### config.mk
export PLATFORM = sky130hd
export DESIGN_NAME = wfq_count_update
export DESIGN_NICKNAME = d
export VERILOG_FILES = /design/src/rtl/wfq_count_update.sv
export SDC_FILE = /design/constraint.sdc
export NUM_CORES = 1
export LEC_CHECK = 0
export CORE_ASPECT_RATIO = 0.9
export CORE_MARGIN = 2
export CORE_UTILIZATION = 45
export DETAILED_ROUTE_END_ITERATION = 16
export GPL_ROUTABILITY_DRIVEN = 0
export PLACE_DENSITY = 0.71
export SYNTH_ARGS = -nofsm -noshare
export SYNTH_HDL_FRONTEND = slang
export SYNTH_SLANG_ARGS = --single-unit
### constraint.sdc
create_clock -name clk -period 10.6 [get_ports clk]
set_clock_uncertainty 0.2 [all_clocks]
set_input_delay 2.65 -clock clk [delete_from_list [all_inputs] [get_ports clk]]
set_output_delay 2.65 -clock clk [all_outputs]
set_load 0.01 [all_outputs]
### src/rtl/wfq_count_update.sv
// Read-modify-write engine for per-flow packet counters.
// After reset, every count RAM entry is cleared. The engine then accepts one
// read/inc/dec/clear request per cycle and applies saturating arithmetic.
// Results are written back to the RAM, and a one-entry bypass covers a
// read-during-write hazard between back-to-back ops on the same flow.
//
// state   | meaning
// --------+------------------------------------------------------------
// ST_INIT | clear sweep: write 0 to one RAM address per cycle, no requests
// ST_RUN  | accept requests, one op per cycle through the S1 stage
module wfq_count_update #(
    parameter  int N = 13,
    localparam int W = N - 5
) (
    input  logic         clk,
    input  logic         rst,
    input  logic         req_valid,
    output logic         req_ready,
    input  logic [N-1:0] req_flow,
    input  logic [1:0]   req_op,
    output logic         resp_valid,
    output logic [N-1:0] resp_flow,
    output logic [W-1:0] resp_count,
    output logic         resp_sat,
    output logic         init_done,
    output logic         ram_we,
    output logic [N-1:0] ram_w_addr,
    output logic [N-1:0] ram_r_addr,
    output logic [W-1:0] ram_din,
    input  logic [W-1:0] ram_dout
);

    localparam logic [1:0] OP_READ = 2'b00;
    localparam logic [1:0] OP_INC  = 2'b01;
    localparam logic [1:0] OP_DEC  = 2'b10;
    localparam logic [1:0] OP_CLR  = 2'b11;

    typedef enum logic {ST_INIT, ST_RUN} state_t;

    state_t       state_q, state_d;
    logic [N-1:0] ptr_q, ptr_d;

    logic         s1_vld_q;
    logic [N-1:0] s1_flow_q;
    logic [1:0]   s1_op_q;

    logic         byp_vld_q;
    logic [N-1:0] byp_addr_q;
    logic [W-1:0] byp_data_q;

    logic         resp_valid_q;
    logic [N-1:0] resp_flow_q;
    logic [W-1:0] resp_count_q;
    logic         resp_sat_q;

    logic         accept;
    logic [W-1:0] old_cnt;
    logic [W-1:0] new_cnt;
    logic         s1_sat;
    logic         s1_wr;

    // Requests are refused while reset is asserted, even though the state register still says RUN.
    assign req_ready  = (state_q == ST_RUN) && !rst;
    assign init_done  = (state_q == ST_RUN) && !rst;
    assign accept     = req_valid && req_ready;
    assign ram_r_addr = accept ? req_flow : '0;

    assign resp_valid = resp_valid_q;
    assign resp_flow  = resp_flow_q;
    assign resp_count = resp_count_q;
    assign resp_sat   = resp_sat_q;

    // State register and sweep pointer.
    always_ff @(posedge clk) begin
        if (rst) begin
            state_q <= ST_INIT;
            ptr_q   <= '0;
        end else begin
            state_q <= state_d;
            ptr_q   <= ptr_d;
        end
    end

    // Next-state logic: the sweep walks every address once, then moves to RUN.
    always_comb begin
        state_d = state_q;
        ptr_d   = ptr_q;
        case (state_q)
            ST_INIT: begin
                ptr_d = ptr_q + N'(1);
                if (ptr_q == '1) begin
                    state_d = ST_RUN;
                end
            end
            default: begin
                state_d = ST_RUN;
            end
        endcase
    end

    // S1 modify step: pick the freshest old value, then apply the op with saturation.
    always_comb begin
        old_cnt = (byp_vld_q && (byp_addr_q == s1_flow_q)) ? byp_data_q : ram_dout;
        new_cnt = old_cnt;
        s1_sat  = 1'b0;
        s1_wr   = 1'b0;
        case (s1_op_q)
            OP_INC: begin
                s1_wr = 1'b1;
                if (old_cnt == '1) begin
                    s1_sat = 1'b1;
                end else begin
                    new_cnt = old_cnt + W'(1);
                end
            end
            OP_DEC: begin
                s1_wr = 1'b1;
                if (old_cnt == '0) begin
                    s1_sat = 1'b1;
                end else begin
                    new_cnt = old_cnt - W'(1);
                end
            end
            OP_CLR: begin
                s1_wr   = 1'b1;
                new_cnt = '0;
            end
            default: begin
                s1_wr = 1'b0;
            end
        endcase
        s1_wr = s1_wr && s1_vld_q;
    end

    // RAM write port: the sweep owns it in INIT, S1 writeback owns it in RUN.
    always_comb begin
        ram_we     = 1'b0;
        ram_w_addr = '0;
        ram_din    = '0;
        if (state_q == ST_INIT) begin
            ram_we     = 1'b1;
            ram_w_addr = ptr_q;
        end else begin
            ram_we     = s1_wr && !rst;
            ram_w_addr = s1_flow_q;
            ram_din    = new_cnt;
        end
    end

    // Pipeline, bypass, and response registers.
    always_ff @(posedge clk) begin
        if (rst) begin
            s1_vld_q     <= 1'b0;
            s1_flow_q    <= '0;
            s1_op_q      <= OP_READ;
            byp_vld_q    <= 1'b0;
            byp_addr_q   <= '0;
            byp_data_q   <= '0;
            resp_valid_q <= 1'b0;
            resp_flow_q  <= '0;
            resp_count_q <= '0;
            resp_sat_q   <= 1'b0;
        end else begin
            s1_vld_q     <= accept;
            if (accept) begin
                s1_flow_q <= req_flow;
                s1_op_q   <= req_op;
            end
            if (s1_wr) begin
                byp_vld_q  <= 1'b1;
                byp_addr_q <= s1_flow_q;
                byp_data_q <= new_cnt;
            end
            resp_valid_q <= s1_vld_q;
            if (s1_vld_q) begin
                resp_flow_q  <= s1_flow_q;
                resp_count_q <= new_cnt;
                resp_sat_q   <= s1_sat;
            end
        end
    end

endmodule

==> results of run 1 <==
-- layer usage --
layer  share of wire, %  up-vias  routed length (microns)
met5                  0        -                        0
met4                1.9        0                      229
met3                9.1       26                     1107
met2                 45      181                     5512
met1                 44     1984                     5336
li1                   -     2014                        -
-- registers in the layout, summed over array words and instances, names as in the netlist, 2 cells and up --
register    cells
byp_addr_q     13
ptr_q          13
resp_flow      13
s1_flow_q      13
byp_data_q      8
resp_count      8
s1_op_q         2
-- cell usage in the layout, fill, tap and decap left out, types with 2 or more instances in the layout --
| cell | instances |
|---|---|
| clkinv_2 | 2 |
| a211oi_2 | 2 |
| o31a_1 | 2 |
| buf_4 | 6 |
| nand3_1 | 33 |
| and4_1 | 3 |
| o21ai_0 | 10 |
| a32o_1 | 2 |
| o2111ai_1 | 2 |
| nor4b_1 | 2 |
| nand4_1 | 4 |
| o211ai_1 | 2 |
| mux2_2 | 17 |
| a31oi_1 | 4 |
| and3_1 | 11 |
| inv_1 | 22 |
| nor4_1 | 3 |
| mux2i_1 | 29 |
| clkbuf_8 | 9 |
| nor2b_1 | 6 |
| a41oi_1 | 2 |
| a221oi_1 | 3 |
| clkdlybuf4s50_1 | 84 |
| nor3_1 | 10 |
| ha_1 | 7 |
| and2_1 | 2 |
| or4_1 | 2 |
| or3_1 | 6 |
| a21oi_1 | 37 |
| nor2_1 | 57 |
| o31ai_1 | 3 |
| nor3b_1 | 2 |
| a21boi_0 | 5 |
| xor2_1 | 10 |
| a311oi_1 | 2 |
| a211oi_1 | 6 |
| xnor2_1 | 26 |
| o211a_1 | 2 |
| nand2_1 | 75 |
| dfxtp_1 | 75 |
-- cell type report --
cell class / count / area [sq um] / share of cell area, %
multi-input cells: 407 / 2621 / 48.06
flip-flops and latches: 75 / 1501 / 27.53
repair buffers: 91 / 890.9 / 16.33
well taps: 126 / 157.7 / 2.891
clock buffers: 10 / 127.6 / 2.340
inverters: 24 / 90.09 / 1.652
clock inverters: 6 / 65.06 / 1.193
-- worst min-delay path by stage --
stage,from,end
2_1_floorplan,byp_addr_q[0],byp_addr_q[0]
3_3_place_gp,byp_addr_q[2],byp_addr_q[2]
3_5_place_dp,resp_sat,resp_sat
4_1_cts,resp_sat,resp_sat
5_1_grt,byp_addr_q[2],byp_addr_q[2]
6_report,resp_sat,resp_sat
-- cells by family (layout without fill, tap and decap cells) --
group | after synthesis | count (layout)
flip-flops | 75 | 75
multiplexers | 49 | 49
XOR/XNOR | 36 | 36
AO/OA/AOI/OAI | 94 | 94
buffers and inverters | 61 | 131
adder cells (fa/ha/maj) | 7 | 7
AND/OR/NAND/NOR | 221 | 221
-- where the power goes --
group	internal (mW)	switching (mW)	total, mW	leakage (nW)
combinational	0.0181	0.0214	0.0395	1.33
sequential	0.282	0.00112	0.284	0.604
clock	0.109	0.109	0.218	0.0966
-- metrics by stage --
stage          utilization, %  instances
2_1_floorplan               -        543
3_3_place_gp            54.97        723
3_5_place_dp            54.97        723
4_1_cts                 56.98        739
5_1_grt                 56.98        739
6_report                56.98        739
-- critical path: stages --
cell             delay (ns)
clkdlybuf4s50_1        0.66
mux2i_4                0.15
inv_2                  0.12
ha_1                   0.41
nand2_1                0.10
nor3_1                 0.47
or3_1                  0.18
a21oi_1                0.06
o31a_1                 0.29
nor4_2                 0.34
nor2b_1                0.08
clkdlybuf4s50_1        0.49
==> metrics.txt, run 1 <==
Remaining DRCs 0; global-route met2 utilization 36.14%; post-synthesis sequential area ratio 34.40%; largest family of logic cells by synthesized area simple AND/OR/NAND/NOR gates; DIE HEIGHT 97.43 microns; Min Hold Slack 0.2674 ns; Syn Nets 576; core footprint 0.009572 sq mm; CTS root buf clkbuf_8; Reg clk slew, reported paths 0.08 ns; post-synth top area share 34.40%; WS Path Type input pin to output port; Area after DPL 0.005261 sq mm; CP max FO 12; Worst-Skew Late Latency 0.35 ns; FF-to-FF End resp_count[5]; Arr. time, crit path 6.01 ns; Synth Register Bits 75; largest net degree at the start of global routing 73; Final nets 641; H-Tree Depth 3; Setup crit start kind input pin; largest cells by area after synthesis dfxtp_1, mux2i_1, nand2_1; Power, Total 0.5414 mW; final WL 12190 microns; Mapped Avg Cell Area 8.037 sq um; mux share of post-synthesis cell area 12.21%; Final min period 8.856 ns; Post-Synth Simple-Gate Area 23.82%; first-pass GRT wire length 19950 microns; met3 Resource Use GR 5.634%; post-route worst setup slack 1.744 ns; post-synth cell types 60; period utilization 83.54%; Post-synth EDFFs 0; Hold-fix buffers, CTS 0; Fin Setup TNS 0 ns; Worst R2R Setup Slack 6.23 ns; worst min-delay path category flop to flop; Initial Util 45.59%; fill cell count 888; initial antenna violation count 0; GRT Overall Usage 23.62%; DP HPWL 8582 microns; main flop type after synthesis dfxtp_1; Synth Area in XOR/XNOR 7.225%; Final Hold Vio Count 0; Rows 34; Final Cell Area 0.005454 sq mm; dpl ws 1.806 ns; VDD IR-drop max 0.08705 mV; post_cts resized 0; status finished, final reports clean; Via density 5.690; P_leak 2.031 nW; final global-route overflow total 0; Critical Path Start ram_dout[0]; Sink Count 75; Crit. End Element output port; R2R depth 13; I/O pin count 86; antenna cells 0; DR WL/cell 16.49 microns; # Post-CTS Setup Buffers 0; Critical Path RT 7.75 ns; Die Span X 107.8 microns; 1st-iter DRT viols 320; Setup-failing EPs final 0; Adder-Cell Fraction of Synth Area 2.007%; port bufs 85; compound-gate portion of the synthesized area 14.59%; Post-synth ARST share 0%; met1 usage 32.49%; clock buffer depth 2; relative slew slack 45.60%; P&R area growth vs syn 24.97%; Antenna Nets Post-Route 0; vias in the first global route 4003; commonest cells in the netlist dfxtp_1, nand2_1, nor2_1; share of layout cells above drive strength 1 8.320%; Critical Path Sink ram_din[0]; CTS Buf Count 9; pins over their slew limit 0; RSZ-0062 raised after global routing no; Netlist Area Pre-Place 0.004364 sq mm; reg2reg start s1_flow_q[4]; Post-Synthesis Cells 543; leading area contributor after synthesis dfxtp_1; TritonRoute pass-1 iters 5; routed vias 4205; Hold Path Stages 2; CTS tree built; Warnings, synthesis 0; Worst Max-Slew Pin Slew 0.8160 ns; total die area 0.01050 sq mm; gr busiest metal met2; Power Density 99.27 mW/mm^2; maxcap violations 0; fmax 112.9 MHz
No activity file was read; power rests on OpenSTA's default activity.
==> inputs of run 2 (changes only) <==
- PLACE_DENSITY: 0.71 -> 0.74
- clock period: 10.6 -> 8.05 ns (I/O delays scaled with it)
==> run 2 against run 1 <==
Compared with the run above: routed wire length is 2.8% lower; clock power is 42% higher; highest routed layer unchanged; critical path depth is 1 higher; largest power group unchanged; design area is 0.41% higher; critical endpoint unchanged; worst setup slack worse by 1.2 ns; sequential share of layout area is 0.11 points lower; die area stayed put.
==> metrics.txt, run 2 (synthesis gave the netlist of run 1 again) <==
status finished, final reports clean; TritonRoute pass-1 iters 5; Power Density 134.3 mW/mm^2; part of the power in registers 50.7%; fmax 133.4 MHz; P_leak 2.048 nW; largest net degree at the start of global routing 73; total die area 0.01050 sq mm; pins over their slew limit 0; WS Path Type input pin to output port; Crit. End Element output port; Switching Share 25.06%; Fin Setup TNS 0 ns; # Post-CTS Setup Buffers 0; Antenna Nets Post-Route 0; VDD IR-drop max 0.1046 mV; Via density 5.609; share of layout cells above drive strength 1 8.632%; fill cell count 855; CP max FO 12; Sink Count 75; CTS root buf clkbuf_8; Hold-fix buffers, CTS 0; NetSw 0.1844 mW; Critical Path RT 5.84 ns; final WL 11840 microns; Die Span X 107.8 microns; Worst-Skew Late Latency 0.35 ns; vias in the first global route 3859; dpl ws 0.6159 ns; Worst Max-Slew Pin Slew 1.064 ns; Area after DPL 0.005269 sq mm; Reg clk slew, reported paths 0.08 ns; I/O pin count 86; first-pass GRT wire length 19230 microns; CP max-delay cell clkdlybuf4s50_1; slowest stage delay, CP 0.66 ns; worst path buffer plus inverter count 4; Setup-failing EPs final 0; Rows 34; post_cts resized 0; worst min-delay path category flop to flop; Final min period 7.496 ns; GRT Overall Usage 22.83%; Clock Power Share 42.1%; final std cells w/o fill 740; clock buffer depth 2; initial antenna violation count 0; most common cell after layout, fill and taps aside clkdlybuf4s50_1; DP HPWL 8212 microns; Power, Total 0.7358 mW; port bufs 85; CP dominant cell by count clkdlybuf4s50_1; post-route worst setup slack 0.5539 ns; Final nets 642; maxcap violations 0; Reg area 0.001501 sq mm; Multi-input gate area 0.002621 sq mm; DR WL/cell 16.01 microns; RSZ-0062 raised after global routing no; Arr. time, crit path 5.28 ns; Remaining DRCs 0; H-Tree Depth 3; antenna cells 0; Util after Layout 57.22%; Min Hold Slack 0.2678 ns; CTS Buf Count 9; core footprint 0.009572 sq mm; P&R area growth vs syn 25.49%; largest delay contributor family on the critical path buffers and inverters; critical path, cell by cell clkdlybuf4s50_1 > mux2i_4 > inv_2 > ha_1 > nand2_1 > nor3_1 > buf_4 > or3_1 > a21oi_1 > o31a_1 > nor4_2 > nor2b_1 > clkdlybuf4s50_1; CTS tree built; placed instance count 724; DIE HEIGHT 97.43 microns; relative slew slack 29.05%; routed vias 4151; most frequent cells in the layout clkdlybuf4s50_1, nand2_1, dfxtp_1; Initial Util 45.59%; combinational power share 7.1%; Int Power 0.5514 mW; final global-route overflow total 0; Final Cell Area 0.005477 sq mm; Final Hold Vio Count 0; 1st-iter DRT viols 262; period utilization 93.12%; Setup crit start kind input pin
[run 2: worst paths after layout]
check	from	endpoint	slack (ns)	cells past startpoint
hold / removal	resp_sat	resp_sat	0.27	2
hold reg to reg	resp_sat	resp_sat	0.27	2
setup reg to reg	s1_flow_q[11]	resp_count[5]	3.34	12
setup / recovery	ram_dout[0]	ram_din[0]	0.55	13
[run 2: area by class of cell]
type | instances | area share (%)
Timing Repair Buffer | 92 | 16.40
Sequential cell | 75 | 27.42
Multi-Input combinational cell | 407 | 47.86
Tap cell | 126 | 2.879
Clock buffer | 10 | 2.513
Clock inverter | 6 | 1.279
Inverter | 24 | 1.645
[run 2: worst register-to-register path, cell delays in order (launching register included)]
cell	delay [ns]
dfxtp_1	0.46
xnor2_1	0.15
nand4_1	0.24
or4_1	1.05
mux2i_1	0.57
inv_1	0.14
ha_1	0.36
a41oi_1	0.34
nand3_1	0.11
mux2i_1	0.26
nor2_1	0.11
a2111oi_2	0.45
a211oi_1	0.13
[run 2: metal layers]
metal  up-vias  wire length (microns)  share of wire (%)  global-route usage [%]
li1       2024                      -                  -                       -
met1      1940                   5391                 46                   32.01
met2       163                   5421                 46                   34.98
met3        24                    773                6.5                   4.427
met4         0                    258                2.2                   7.791
met5         -                      0                  0                       0
[run 2: power by group through the flow]
stage	registers (mW)	clock network (mW)	logic, mW
global route	0.374	0.332	0.0571
floorplan	0.382	0	0.0282
finish	0.373	0.310	0.0526
CTS	0.373	0.313	0.0519
global placement	0.382	0	0.0502
detailed placement	0.382	0	0.0513
